<file path="config.mk">
export PLATFORM = sky130hd
export DESIGN_NAME = hex_display_arbiter
export DESIGN_NICKNAME = d
export VERILOG_FILES = /design/src/rtl/hex_arb_pkg.sv /design/src/rtl/rr_arbiter.sv /design/src/rtl/hex_display_arbiter.sv
export SDC_FILE = /design/constraint.sdc
export NUM_CORES = 1
export LEC_CHECK = 0
export CAP_MARGIN = 0
export CELL_PAD_IN_SITES_DETAIL_PLACEMENT = 1
export CELL_PAD_IN_SITES_GLOBAL_PLACEMENT = 1
export CORE_MARGIN = 2
export CORE_UTILIZATION = 38
export DETAILED_ROUTE_END_ITERATION = 12
export PLACE_DENSITY = 0.92
export SLEW_MARGIN = 25
export SYNTH_ARGS = -nofsm -noshare
export SYNTH_HDL_FRONTEND = slang
export SYNTH_HIERARCHICAL = 1
export SYNTH_SLANG_ARGS = --single-unit
</file>
<file path="constraint.sdc">
create_clock -name CLOCK_50 -period 5.1 [get_ports CLOCK_50]
set_clock_uncertainty 0.1 [all_clocks]
set_input_delay 0.51 -clock CLOCK_50 [delete_from_list [all_inputs] [get_ports CLOCK_50]]
set_output_delay 0.51 -clock CLOCK_50 [all_outputs]
set_load 0.005 [all_outputs]
</file>
<file path="src/rtl/hex_arb_pkg.sv">
// hex_arb_pkg: FSM encoding and display constants shared by the arbiter blocks
package hex_arb_pkg;
  typedef enum logic [1:0] {IDLE, GRANT, DONE} state_t;
  localparam int NDISP = 6;
  localparam int AW = 3;
  localparam logic [6:0] BLANK_DEF = 7'h7F;
endpackage

</file>
<file path="src/rtl/rr_arbiter.sv">
// rr_arbiter: combinational one-hot round-robin pick, searching upward from ptr
module rr_arbiter #(
  parameter int NREQ = 4,
  parameter int PW = $clog2(NREQ)
) (
  input  logic [NREQ-1:0] req,
  input  logic [PW-1:0]   ptr,
  output logic [NREQ-1:0] gnt
);
  // descending scan so the candidate closest to ptr is written last and wins
  always_comb begin
    gnt = '0;
    for (int i = NREQ - 1; i >= 0; i--)
      if (req[PW'((int'(ptr) + i) % NREQ)]) gnt = NREQ'(1) << ((int'(ptr) + i) % NREQ);
  end
endmodule

</file>
<file path="src/rtl/hex_display_arbiter.sv">
// hex_display_arbiter: round-robin arbitration of display writes onto six
// registered 7-segment outputs, one transaction every three cycles
module hex_display_arbiter import hex_arb_pkg::*; #(
  parameter int NREQ = 4,
  parameter logic [6:0] BLANK = BLANK_DEF
) (
  input  logic               CLOCK_50,
  input  logic               Resetn,
  input  logic [NREQ-1:0]    req,
  input  logic [3*NREQ-1:0]  addr,
  input  logic [7*NREQ-1:0]  data,
  input  logic               clr,
  input  logic               hold,
  output logic [NREQ-1:0]    ack,
  output logic               err,
  output logic               busy,
  output logic [6:0]         HEX0,
  output logic [6:0]         HEX1,
  output logic [6:0]         HEX2,
  output logic [6:0]         HEX3,
  output logic [6:0]         HEX4,
  output logic [6:0]         HEX5
);
  localparam int PW = $clog2(NREQ);
  state_t state, nxt;
  logic [PW-1:0] ptr, win, win_idx, ptr_nxt;
  logic [NREQ-1:0] gnt;
  logic [6:0] hex_q [NDISP];
  logic [AW-1:0] a;
  logic [6:0] d;
  logic err_q, go, ok;
  rr_arbiter #(.NREQ(NREQ), .PW(PW)) u_rr (.req(req), .ptr(ptr), .gnt(gnt));
  always_comb begin
    win_idx = '0;
    for (int i = 0; i < NREQ; i++)
      if (gnt[i]) win_idx = PW'(i);
    ptr_nxt = win_idx == PW'(NREQ - 1) ? '0 : win_idx + PW'(1);
    go = !clr && !hold && |req;
    nxt = state == IDLE ? (go ? GRANT : IDLE) : state == GRANT ? DONE : IDLE;
  end
  assign a = addr[AW*int'(win) +: AW];
  assign d = data[7*int'(win) +: 7];
  assign ok = a < AW'(NDISP);
  always_ff @(posedge CLOCK_50 or negedge Resetn) begin
    if (!Resetn) begin
      state <= IDLE;
      ptr <= '0;
      win <= '0;
      err_q <= 1'b0;
      for (int i = 0; i < NDISP; i++) hex_q[i] <= BLANK;
    end else begin
      state <= nxt;
      if (state == IDLE && clr)
        for (int i = 0; i < NDISP; i++) hex_q[i] <= BLANK;
      if (state == IDLE && go) begin
        win <= win_idx;
        ptr <= ptr_nxt;
      end
      if (state == GRANT) begin
        err_q <= !ok;
        if (ok) hex_q[a] <= d;
      end
    end
  end
  assign ack = state == DONE ? NREQ'(1) << win : '0;
  assign err = state == DONE && err_q;
  assign busy = state != IDLE;
  assign HEX0 = hex_q[0];
  assign HEX1 = hex_q[1];
  assign HEX2 = hex_q[2];
  assign HEX3 = hex_q[3];
  assign HEX4 = hex_q[4];
  assign HEX5 = hex_q[5];
endmodule

</file>
# == Word-level counts from Yosys, hierarchy flattened ==
# Index checks and enable logic that the tools add are counted.
# word_totals
wordCells,82
regBits,49
inputBits,48
output_inout_bits,48
# classes
shifts,7
eq_ne,3
n_lt_le_gt_ge,7
addsub,4
n_mul,2
bitwise_logic,4
reduce_logical,15
mux,30
# op_table
op,n
42-bit two-way mux,3
"1-bit by 32-bit left shift with 4-bit output, first input constant",3
42-bit bitwise mux,1
28-bit by 6-bit variable part select with 7-bit output,1
7-bit demux with 3-bit select,1
4-bit two-way mux,5
"2-bit by 4-bit less-than comparator with 1-bit output, second input constant",4
12-bit by 5-bit variable part select with 3-bit output,1
1-bit two-way mux,10
2-bit two-way mux,5
1-bit binary-select mux with 2-bit select,4
"1-bit by 2-bit left shift with 4-bit output, first input constant",2
7-bit two-way mux,1
1-bit logical AND,6
2-bit OR reduction,3
"3-bit by 2-bit multiplier with 5-bit output, first input constant",1
"2-bit by 1-bit adder with 2-bit output, second input constant",2
"2-bit adder, second input constant",2
"2-bit == test, second input constant",2
"4-bit >= comparator, second input constant",1
"4-bit by 1-bit less-than comparator with 1-bit output, second input constant",1
"2-bit by 2-bit multiplier with 4-bit output, first input constant",1
3-bit NOT with 4-bit output,1
4-bit OR reduction,1
6 further kinds,10

# == Logic depth before layout (Yosys ltp) ==
# Gate-level depths: netlist of run 1.
# logic_depth
word_depth,13
ltp_mapped,12
depth_no_buf,11

# == Hierarchy ==
# The synthesis of run 1 kept the hierarchy.
# modules_own_cells
mod,area_per_inst_um2,cells_each,seq_area_each_um2,instances
hex_display_arbiter,2468.6,203,1278.7,1
rr_arbiter,412.9,47,0.0,1

# == Least setup slack after synthesis of run 1 ==
# Ideal clock, no wire load.
# synth_timing
path_kind,register to register
from,register ptr[1]
to,register ptr[1]
required_time_ns,4.875
n_path_buf,1
setup_ns,0.125
synth_period_minus_slack_ns,2.739
slack_ns,2.361
t_arrival_ns,2.515
stages_incl_launch_ff,10
cell_sequence,dfrtp_1 > clkbuf_2 > inv_1 > ha_1 > mux4_2 > a211oi_1 > o31ai_1 > or2_2 > ha_1 > mux2_2
# synth_via
word_cells_on_any_way,35
classes_between,4 x add/sub; 1 x eq/ne; 4 x shift; 20 x mux; 3 x bitwise; 3 x reduce/logical
# synth_rtl
item,line,source
start: declaration,hex_display_arbiter.sv:26,"logic [PW-1:0] ptr, win, win_idx, ptr_nxt;"
start signal: assignment,hex_display_arbiter.sv:57,ptr <= ptr_nxt;
2-bit adder,rr_arbiter.sv:14,if (req[PW'((int'(ptr) + i) % NREQ)]) gnt = NREQ'(1) << ((int'(ptr) + i) % NREQ);
1-bit binary-select mux with 2-bit select or 2-bit OR reduction (tied branches),--,
1-bit two-way mux (not written as such) or 1-bit bitwise AND (tied branches),--,
1-bit two-way mux (not written as such) or 1-bit by 32-bit left shift with 4-bit output (tied branches),rr_arbiter.sv:14,
4-bit two-way mux (3 in series),rr_arbiter.sv:14,
4-bit two-way mux *,rr_arbiter.sv:14,
net gnt[2],hex_display_arbiter.sv:27,logic [NREQ-1:0] gnt;
2-bit two-way mux * (2 in series),hex_display_arbiter.sv:36,if (gnt[i]) win_idx = PW'(i);
net win_idx[1],hex_display_arbiter.sv:26,
2-bit by 1-bit adder with 2-bit output or 2-bit == test (tied branches),hex_display_arbiter.sv:37,ptr_nxt = win_idx == PW'(NREQ - 1) ? '0 : win_idx + PW'(1);
2-bit two-way mux *,hex_display_arbiter.sv:37,
net ptr_nxt[1],hex_display_arbiter.sv:26,
# The timed path passes the listed nets; every way through them passes the cells marked *. The select of a mux whose other input is x is not followed.
# A chain may end at the register's enable or synchronous reset.

# == Final worst setup path of run 1 ==
# layout_timing
from,register ptr[0]
to,register ptr[1]
# Same word-level chain as after synthesis.

==> flow_metrics.py, run 1 <==
metrics = {
    "route": {
        "wire_per_inst_um": 19.2,
        "first_iter_violations": 62,
        "vias": 2190,
        "drt_wl_total_mm": 8.26,
        "drc": 0,
        "antenna_left": 0,
        "viasPerCell": 5.08,
        "dr.pass1.iters": 4,
    },
    "cts": {
        "cts-root-buf": "clkbuf_8",
        "clk_latency_ps": 300,
        "clock_path_buffers": 2,
        "post_cts_resized": 0,
        "numCtsBuffers": 5,
        "clkSlewWorstSetupHoldPaths_ps": 80,
        "cts_tree": "yes",
        "cts-hold-fix-buffers": 0,
        "post_cts_buffers": 0,
        "clock_sinks": 49,
        "htreeDepth": 2,
    },
    "power_and_ir_drop": {
        "p_total_mw": 1.61,
        "switching_share_pct": 36.7,
        "p_sw_uw": 591,
        "vdd_drop_max_v": 0.000197,
        "p_per_area_nw_per_um2": 409,
        "power_frac_comb_pct": 44.8,
        "pwr-share-seq_pct": 37.5,
        "p_leak_nw": 1.84,
        "clock_power_share_pct": 17.7,
        "p_int_mw": 1.02,
    },
    "synthesis": {
        "avgSynthCellArea_um2": 11.6,
        "syn_inst": 245,
        "netlist_area_um2": 2850,
        "syn_nets": 301,
        "ys_warn_count": 6,
    },
    "finish": {
        "diodes": 0,
        "final_nets": 387,
        "synthToLayoutAreaGrowth_pct": 38.4,
        "nFillCells": 786,
        "final_core_util_pct": 54.4,
        "layout-drive-gt1-share_pct": 23.2,
    },
    "die": {
        "coreArea_um2": 7250,
        "dieArea_um2": 8210,
        "start_util_pct": 39.3,
        "chipHeight_um": 90.6,
        "pin_count": 96,
        "dieWidth_um": 90.6,
        "row_count": 31,
    },
    "outcome": {
        "outcome": "completed",
    },
    "timing": {
        "hold_viol_final": 0,
        "fin_setup_tns_ps": 0,
        "period_minus_slack_ps": 3120,
        "timing.fmax_mhz": 320,
        "rsz0062_at_grt": "no",
        "final.period_utilization_pct": 61.2,
        "setup_viol_count_final": 0,
        "tightest_slew_ps": 610,
        "hold_slack_ps": 117,
        "max_slew_margin_pct": 59.3,
        "slew_violations": 0,
    },
    "global_route": {
        "grt_antenna_before_repair": 0,
        "grt_pass1_vias": 2533,
        "grt_max_degree": 50,
        "grt_pass1_wl_mm": 13.3,
        "grt_util_all_layers_pct": 20.7,
        "grt_overflow": 0,
    },
    "place": {
        "gp_congestion": 0.807,
        "hpwl_mm": 6.10,
        "numPortBuffers": 95,
    },
    "worst_setup_path": {
        "cp-end-kind": "flip-flop",
        "critPathLaunch": "ptr[0]",
        "startpoint_type": "flip-flop",
        "cp_max_fo": 13,
        "path_class": "flip-flop to flip-flop",
        "worstPathRequired_ps": 5190,
        "arrival_ps": 3210,
        "r2r-start": "ptr[0]",
    },
    "hold_path": {
        "hold_path.class": "input port to async pin",
    },
    "job": {
        "cap_violations": 0,
    },
}
metrics by stage:
step,setup WS [ps],std cells,area (um^2)
floorplan,2380,245,2850
global placement,2110,423,3820
detailed placement,2000,423,3820
CTS,1980,431,3930
global route,1780,431,3940
finish,1980,431,3940
state kept, by name, summed over array words and instances, names as in the netlist:
register and flops:
HEX0 7, HEX1 7, HEX2 7, HEX3 7, HEX4 7, HEX5 7, err_q 1, ptr 2
state 2, win 2
layer usage:
| layer | GRT usage, % | routed length (um) | up-vias |
|---|---|---|---|
| met5 | 0 | 0 | - |
| met1 | 23.8 | 3330 | 1103 |
| met3 | 5.01 | 450 | 8 |
| li1 | - | - | 1027 |
| met4 | 4.23 | 81 | 0 |
| met2 | 38.8 | 4390 | 52 |
final cells by class:
type                       count  area (um^2)  area share (%)
inverter                       6         22.5           0.571
timing repair buffer          96          956            24.2
sequential                    49         1280            32.5
clock inverter                 3         46.3            1.17
tap                           99          124            3.14
clock buffer                   5         68.8            1.74
multi-input combinational    173         1450            36.7
cell usage in the layout (no fill, tap or decap), drive strengths merged, types with 3 or more instances in the layout:
cell type      count
o22ai              4
clkdlybuf4s50     94
nor2b              3
inv                6
nor2              44
nand2             10
dfrtp              7
or4b               3
mux2              11
mux4               7
dfstp             42
mux2i             60
clkbuf             5
ha                 8
critical path, cell delays in order, from the launching register on:
cell      delay, ps
dfrtp_1         670
inv_1           190
ha_1            400
mux4_2          390
a211oi_1        260
o31ai_1         130
or2_2           320
ha_1            290
mux2_2          260
path summary, 6_finish.rpt:
path                          end  slack (ps)  cells after the start
min                         err_q         120                      1
max reg2reg                ptr[1]        1980                      8
max                        ptr[1]        1980                      8
min reg2reg                 err_q         380                      2
min in group CLOCK_50       err_q         380                      2
max in group asynchronous  win[0]        4340                      1
power groups by stage:
| stage | Combinational [mW] | Clock [mW] | Sequential (mW) |
|---|---|---|---|
| 2_1_floorplan | 0.543 | 0 | 0.527 |
| 3_3_place_gp | 0.694 | 0 | 0.604 |
| 3_5_place_dp | 0.722 | 0 | 0.609 |
| 4_1_cts | 0.733 | 0.292 | 0.604 |
| 5_1_grt | 0.790 | 0.303 | 0.622 |
| 6_report | 0.723 | 0.285 | 0.604 |
Power figures use the tool's default switching activity.
==> run 2: changes to the inputs <==
--- a/config.mk
+++ b/config.mk
@@ -9,9 +9,9 @@
 export CELL_PAD_IN_SITES_DETAIL_PLACEMENT = 1
 export CELL_PAD_IN_SITES_GLOBAL_PLACEMENT = 1
 export CORE_MARGIN = 2
-export CORE_UTILIZATION = 38
+export CORE_UTILIZATION = 32
 export DETAILED_ROUTE_END_ITERATION = 12
-export PLACE_DENSITY = 0.92
+export PLACE_DENSITY = 0.83
 export SLEW_MARGIN = 25
 export SYNTH_ARGS = -nofsm -noshare
 export SYNTH_HDL_FRONTEND = slang
==> constraint.sdc (replaced) <==
create_clock -name CLOCK_50 -period 2.6 [get_ports CLOCK_50]
set_clock_uncertainty 0.1 [all_clocks]
set_input_delay 0.26 -clock CLOCK_50 [delete_from_list [all_inputs] [get_ports CLOCK_50]]
set_output_delay 0.26 -clock CLOCK_50 [all_outputs]
set_load 0.005 [all_outputs]
==> flow_metrics.py, run 2 (synthesized netlist as in run 1, its figures left out) <==
metrics = {
    "worst_setup_path": {
        "cp-end-kind": "flip-flop",
        "path_class": "flip-flop to flip-flop",
        "startpoint_type": "flip-flop",
        "arrival_ps": 2720,
        "worstPathRequired_ps": 2700,
        "cp_max_fo": 6,
        "path_cells": "buf_6 > mux4_2 > buf_4 > inv_1 > o22ai_2 > a31oi_2 > a21o_1 > ha_4 > mux2_4",
        "slowest_delay_ps": 570,
        "crit_slowest_cell": "mux4_2",
    },
    "route": {
        "vias": 2314,
        "drc": 0,
        "dr.pass1.iters": 4,
        "viasPerCell": 4.90,
        "drt_wl_total_mm": 8.94,
        "wl_met1_mm": 3.57,
        "first_iter_violations": 59,
        "wire_per_inst_um": 18.9,
        "met2_length_mm": 4.97,
        "antenna_left": 0,
        "dr.max_layer_used": "met4",
        "met3_wirelength_um": 224,
    },
    "cts": {
        "htreeDepth": 2,
        "cts_tree": "yes",
        "clk_latency_ps": 300,
        "clkSlewWorstSetupHoldPaths_ps": 90,
        "clock_sinks": 49,
        "clock_path_buffers": 2,
        "cts-root-buf": "clkbuf_8",
        "numCtsBuffers": 5,
    },
    "finish": {
        "layout_common_cells": "clkdlybuf4s50_1, mux2i_1, nor2_1, dfstp_2, buf_4",
        "final_nets": 419,
        "final_common_cell": "clkdlybuf4s50_1",
        "layout-drive-gt1-share_pct": 34.3,
        "synthToLayoutAreaGrowth_pct": 52.0,
        "diodes": 0,
    },
    "place": {
        "hpwl_mm": 6.55,
        "pre_cts_slack_ps": -232,
        "numPortBuffers": 95,
        "gp_congestion": 0.792,
    },
    "timing": {
        "rsz0062_at_grt": "yes",
        "tightest_slew_ps": 1050,
        "hold_viol_final": 0,
        "setup_slack_ps": -23.5,
        "timing.fmax_mhz": 381,
        "fin_setup_tns_ps": -23.5,
        "period_minus_slack_ps": 2620,
        "slew_violations": 0,
        "max_slew_margin_pct": 29.2,
        "final.period_utilization_pct": 101,
        "setup_viol_count_final": 1,
    },
    "power_and_ir_drop": {
        "vdd_drop_max_v": 0.000328,
        "p_per_area_nw_per_um2": 895,
        "p_leak_nw": 2.01,
    },
    "die": {
        "coreArea_um2": 8680,
        "row_count": 34,
        "dieArea_um2": 9670,
        "start_util_pct": 32.8,
        "chipHeight_um": 98.4,
        "pin_count": 96,
        "dieWidth_um": 98.4,
    },
    "global_route": {
        "grt_pass1_vias": 2550,
        "grt_overflow": 0,
        "grt_max_degree": 43,
        "grt_antenna_before_repair": 0,
        "grt_pass1_wl_mm": 13.6,
        "grt_util_all_layers_pct": 18.0,
    },
    "outcome": {
        "outcome": "finished with violations",
        "violations": "setup timing",
    },
    "hold_path": {
        "hold_path.class": "flip-flop to flip-flop",
    },
    "job": {
        "cap_violations": 0,
    },
}
-- run 2: routing by layer --
| metal | up-vias | global-route usage (%) |
|---|---|---|
| met2 | 50 | 32.9 |
| met1 | 1163 | 21.7 |
| met3 | 16 | 2.22 |
| met4 | 0 | 6.22 |
| met5 | - | 0 |
| li1 | 1085 | - |
-- run 2: final timing paths --
| check | to | cells past startpoint | from | slack [ps] |
|---|---|---|---|---|
| worst min-delay path | err_q | 2 | err_q | 360 |
| max in group asynchronous | HEX4[2] | 3 | Resetn | 1200 |
| min in group asynchronous | ptr[0] | 2 | Resetn | 430 |
| worst max register to register | ptr[1] | 9 | ptr[1] | -20 |
| worst max-delay path | ptr[1] | 9 | ptr[1] | -20 |
| worst min register to register | err_q | 2 | err_q | 360 |
-- run 2: area by class of cell --
class	instances	area, um^2
fill	948	4350
sequential	49	1280
timing repair buffer	128	1210
inverter	6	22.5
multi-input combinational	173	1590
clock buffer	5	68.8
tap	108	135
clock inverter	3	26.3
-- run 2: critical path: cells and delay by family, from the launching register on --
family          cells  cell delay, ps
flops               1             400
buf+inv             3             450
mux                 2             820
fa+ha+maj           1             220
compound gates      3             530
-- run 2: repair_timing --
item | in CTS | in global routing
resized for setup | 6 | 23
hold buffers | 1 | 0
pin swaps | 1 | 9
endpoints found under the setup margin | 2 | 2
hold endpoints to repair | 7 | 0
buffers inserted | 5 | 7
-- run 2: report_power, final --
part	switching, mW	internal (mW)	total (mW)
Clock	0.279	0.196	0.475
Combinational	1.07	1.26	2.34
Sequential	0.117	0.947	1.06
-- run 2: stage by stage --
step	area (um^2)	util (%)	std cells	hold WS [ps]	total power [mW]
detailed placement	3990	46.0	451	248	2.86
floorplan	2880	-	245	-136	2.14
global placement	3990	46.0	451	232	2.79
global route	4330	49.9	472	404	4.10
finish	4330	49.9	472	362	3.87
CTS	4160	47.9	465	369	3.48
==> run 3: changes to the inputs <==
--- a/config.mk
+++ b/config.mk
@@ -8,12 +8,10 @@
 export CAP_MARGIN = 0
 export CELL_PAD_IN_SITES_DETAIL_PLACEMENT = 1
 export CELL_PAD_IN_SITES_GLOBAL_PLACEMENT = 1
-export CORE_MARGIN = 2
-export CORE_UTILIZATION = 32
+export CORE_UTILIZATION = 34
 export DETAILED_ROUTE_END_ITERATION = 12
-export PLACE_DENSITY = 0.83
+export PLACE_DENSITY = 0.86
 export SLEW_MARGIN = 25
 export SYNTH_ARGS = -nofsm -noshare
 export SYNTH_HDL_FRONTEND = slang
-export SYNTH_HIERARCHICAL = 1
 export SYNTH_SLANG_ARGS = --single-unit
==> constraint.sdc (replaced) <==
create_clock -name CLOCK_50 -period 2.7 [get_ports CLOCK_50]
set_clock_uncertainty 0.1 [all_clocks]
set_input_delay 0.27 -clock CLOCK_50 [delete_from_list [all_inputs] [get_ports CLOCK_50]]
set_output_delay 0.27 -clock CLOCK_50 [all_outputs]
set_load 0.005 [all_outputs]
==> flow_metrics.py, run 3 <==
metrics = {
    "worst_setup_path": {
        "worstPathRequired_ps": 2780,
        "startpoint_type": "flip-flop",
        "arrival_ps": 2520,
        "path_cells": "inv_1 > ha_1 > mux4_2 > a2111o_1 > a221oi_1 > a21oi_1",
        "path_class": "flip-flop to flip-flop",
        "cp_max_fo": 6,
        "slowest_delay_ps": 600,
        "crit_slowest_cell": "mux4_2",
        "cp-end-kind": "flip-flop",
    },
    "power_and_ir_drop": {
        "pwr-share-seq_pct": 34.8,
        "power_frac_comb_pct": 47.2,
        "switching_share_pct": 35.8,
        "p_int_mw": 1.98,
        "vdd_drop_max_v": 0.000350,
        "p_per_area_nw_per_um2": 776,
        "p_sw_mw": 1.11,
        "clock_power_share_pct": 18.0,
        "p_total_mw": 3.08,
        "p_leak_nw": 1.51,
    },
    "die": {
        "coreArea_um2": 7850,
        "row_count": 32,
        "start_util_pct": 35.8,
        "pin_count": 96,
        "chipHeight_um": 92.9,
        "dieArea_um2": 8640,
        "dieWidth_um": 92.9,
    },
    "timing": {
        "hold_slack_ps": 428,
        "final.period_utilization_pct": 90.1,
        "slew_violations": 0,
        "fin_setup_tns_ps": 0,
        "timing.fmax_mhz": 411,
        "hold_viol_final": 0,
        "max_slew_margin_pct": 53.0,
        "period_minus_slack_ps": 2430,
        "setup_viol_count_final": 0,
        "tightest_slew_ps": 705,
        "rsz0062_at_grt": "no",
    },
    "synthesis": {
        "yosysUniqueCellTypes": 43,
        "synth_top_area_share_pct": 39.3,
        "ys_ff_latch": 49,
        "synth-edff-count": 0,
        "netlist_area_um2": 2810,
        "ys_warn_count": 0,
        "synth_common_cells": "nor2_1, dfstp_2, nand2_1",
        "synth_seq_area_share_pct": 45.5,
        "syn_nets": 338,
        "syn_inst": 283,
        "synth.most_common_cell": "nor2_1",
        "ys_async_sr_fraction_pct": 100,
        "yosys-top-cells-area": "dfstp_2, mux4_2, nor2_1, dfrtp_1, o21ai_0",
        "yosys.area.top_type": "dfstp_2",
        "synth-main-ff-cell": "dfstp_2",
        "avgSynthCellArea_um2": 9.93,
    },
    "finish": {
        "final_cells": 482,
        "synthToLayoutAreaGrowth_pct": 41.4,
        "layout-drive-gt1-share_pct": 22.1,
        "seq_area_um2": 1280,
        "layout_common_cells": "clkdlybuf4s50_1, nor2_1, dfstp_2, nand2_1, o21ai_0",
        "multi_input_area_um2": 1420,
        "final_core_util_pct": 50.7,
        "nFillCells": 904,
        "diodes": 0,
        "final_nets": 434,
        "final_common_cell": "clkdlybuf4s50_1",
    },
    "hold_path": {
        "hold_path.class": "flip-flop to flip-flop",
    },
    "cts": {
        "cts-root-buf": "clkbuf_8",
        "clock_sinks": 49,
        "htreeDepth": 2,
        "cts_tree": "yes",
        "clock_path_buffers": 2,
        "cts-hold-fix-buffers": 1,
        "numCtsBuffers": 5,
        "clkSlewWorstSetupHoldPaths_ps": 90,
        "post_cts_buffers": 0,
        "post_cts_resized": 0,
        "clk_latency_ps": 300,
    },
    "route": {
        "dr.pass1.iters": 4,
        "viasPerCell": 5.06,
        "antenna_left": 0,
        "first_iter_violations": 76,
        "drc": 0,
        "vias": 2438,
        "wire_per_inst_um": 17.3,
        "drt_wl_total_mm": 8.34,
    },
    "global_route": {
        "met3_usage_pct": 3.12,
        "grtUsageMet2_pct": 36.3,
        "grt_use_met1_pct": 24.3,
        "busiest_layer": "met2",
        "grt_overflow": 0,
        "grt_pass1_vias": 2509,
        "grt_pass1_wl_mm": 13.1,
        "grt_util_all_layers_pct": 19.7,
        "grt_max_degree": 43,
        "grt_antenna_before_repair": 0,
    },
    "job": {
        "cap_violations": 0,
    },
    "place": {
        "gp_congestion": 0.849,
        "hpwl_mm": 6.40,
        "numPortBuffers": 95,
        "dpl.cell_count": 473,
    },
    "outcome": {
        "outcome": "completed",
    },
}
## run 3: layout make-up
cell class              instances  share of cell area [%]
clock inverters                 2                   0.913
repair buffers                103                    25.4
inverters                       7                   0.661
multi-input cells             213                    35.6
clock buffers                   6                    2.08
well taps                     102                    3.21
flip-flops and latches         49                    32.2
## run 3: per-stage QoR
stage	area, um^2	setup WS [ps]
final	3980	267
after global routing	3980	141
after CTS	3980	284
after detailed placement	3850	298
after global placement	3850	387
after floorplan	2810	227
## run 3: power by group through the flow
| stage | Combinational (mW) | Clock (mW) | Sequential [mW] |
|---|---|---|---|
| floorplan | 0.905 | 0 | 1.05 |
| global placement | 1.40 | 0 | 1.07 |
| detailed placement | 1.45 | 0 | 1.09 |
| CTS | 1.46 | 0.559 | 1.08 |
| global route | 1.57 | 0.585 | 1.10 |
| finish | 1.45 | 0.554 | 1.07 |
## run 3: worst max-delay path, delay by kind of cell (launching register included)
family	cells	cell delay (ps)
adders and majority gates	1	400
DFF	1	370
muxes	1	600
AOI/OAI and AO/OA	3	760
buffers and inverters	1	90
## run 3: cell families after synthesis
group / share of synthesized area [%]
muxes: 13.2
buffers and inverters: 4.27
DFF: 45.5
adders and majority gates: 3.12
AOI/OAI and AO/OA: 13.6
and+or+nand+nor: 20.3
## run 3: final timing paths
path / endpoint / slack, ps / start / cells after the start
setup / recovery: ptr[0] / 270 / ptr[0] / 6
hold / removal: HEX5[3] / 430 / HEX5[3] / 2
setup reg to reg: ptr[0] / 270 / ptr[0] / 6
hold reg to reg: HEX5[3] / 430 / HEX5[3] / 2
max in group asynchronous: HEX2[2] / 1360 / Resetn / 3
min in group asynchronous: state[1] / 450 / Resetn / 2
## run 3: layer usage
| metal | share of wire [%] | up-vias | routed length, um |
|---|---|---|---|
| met5 | 0 | - | 0 |
| li1 | - | 1172 | - |
| met4 | 1.2 | 0 | 103 |
| met1 | 42 | 1197 | 3520 |
| met3 | 3.1 | 9 | 262 |
| met2 | 53 | 60 | 4460 |
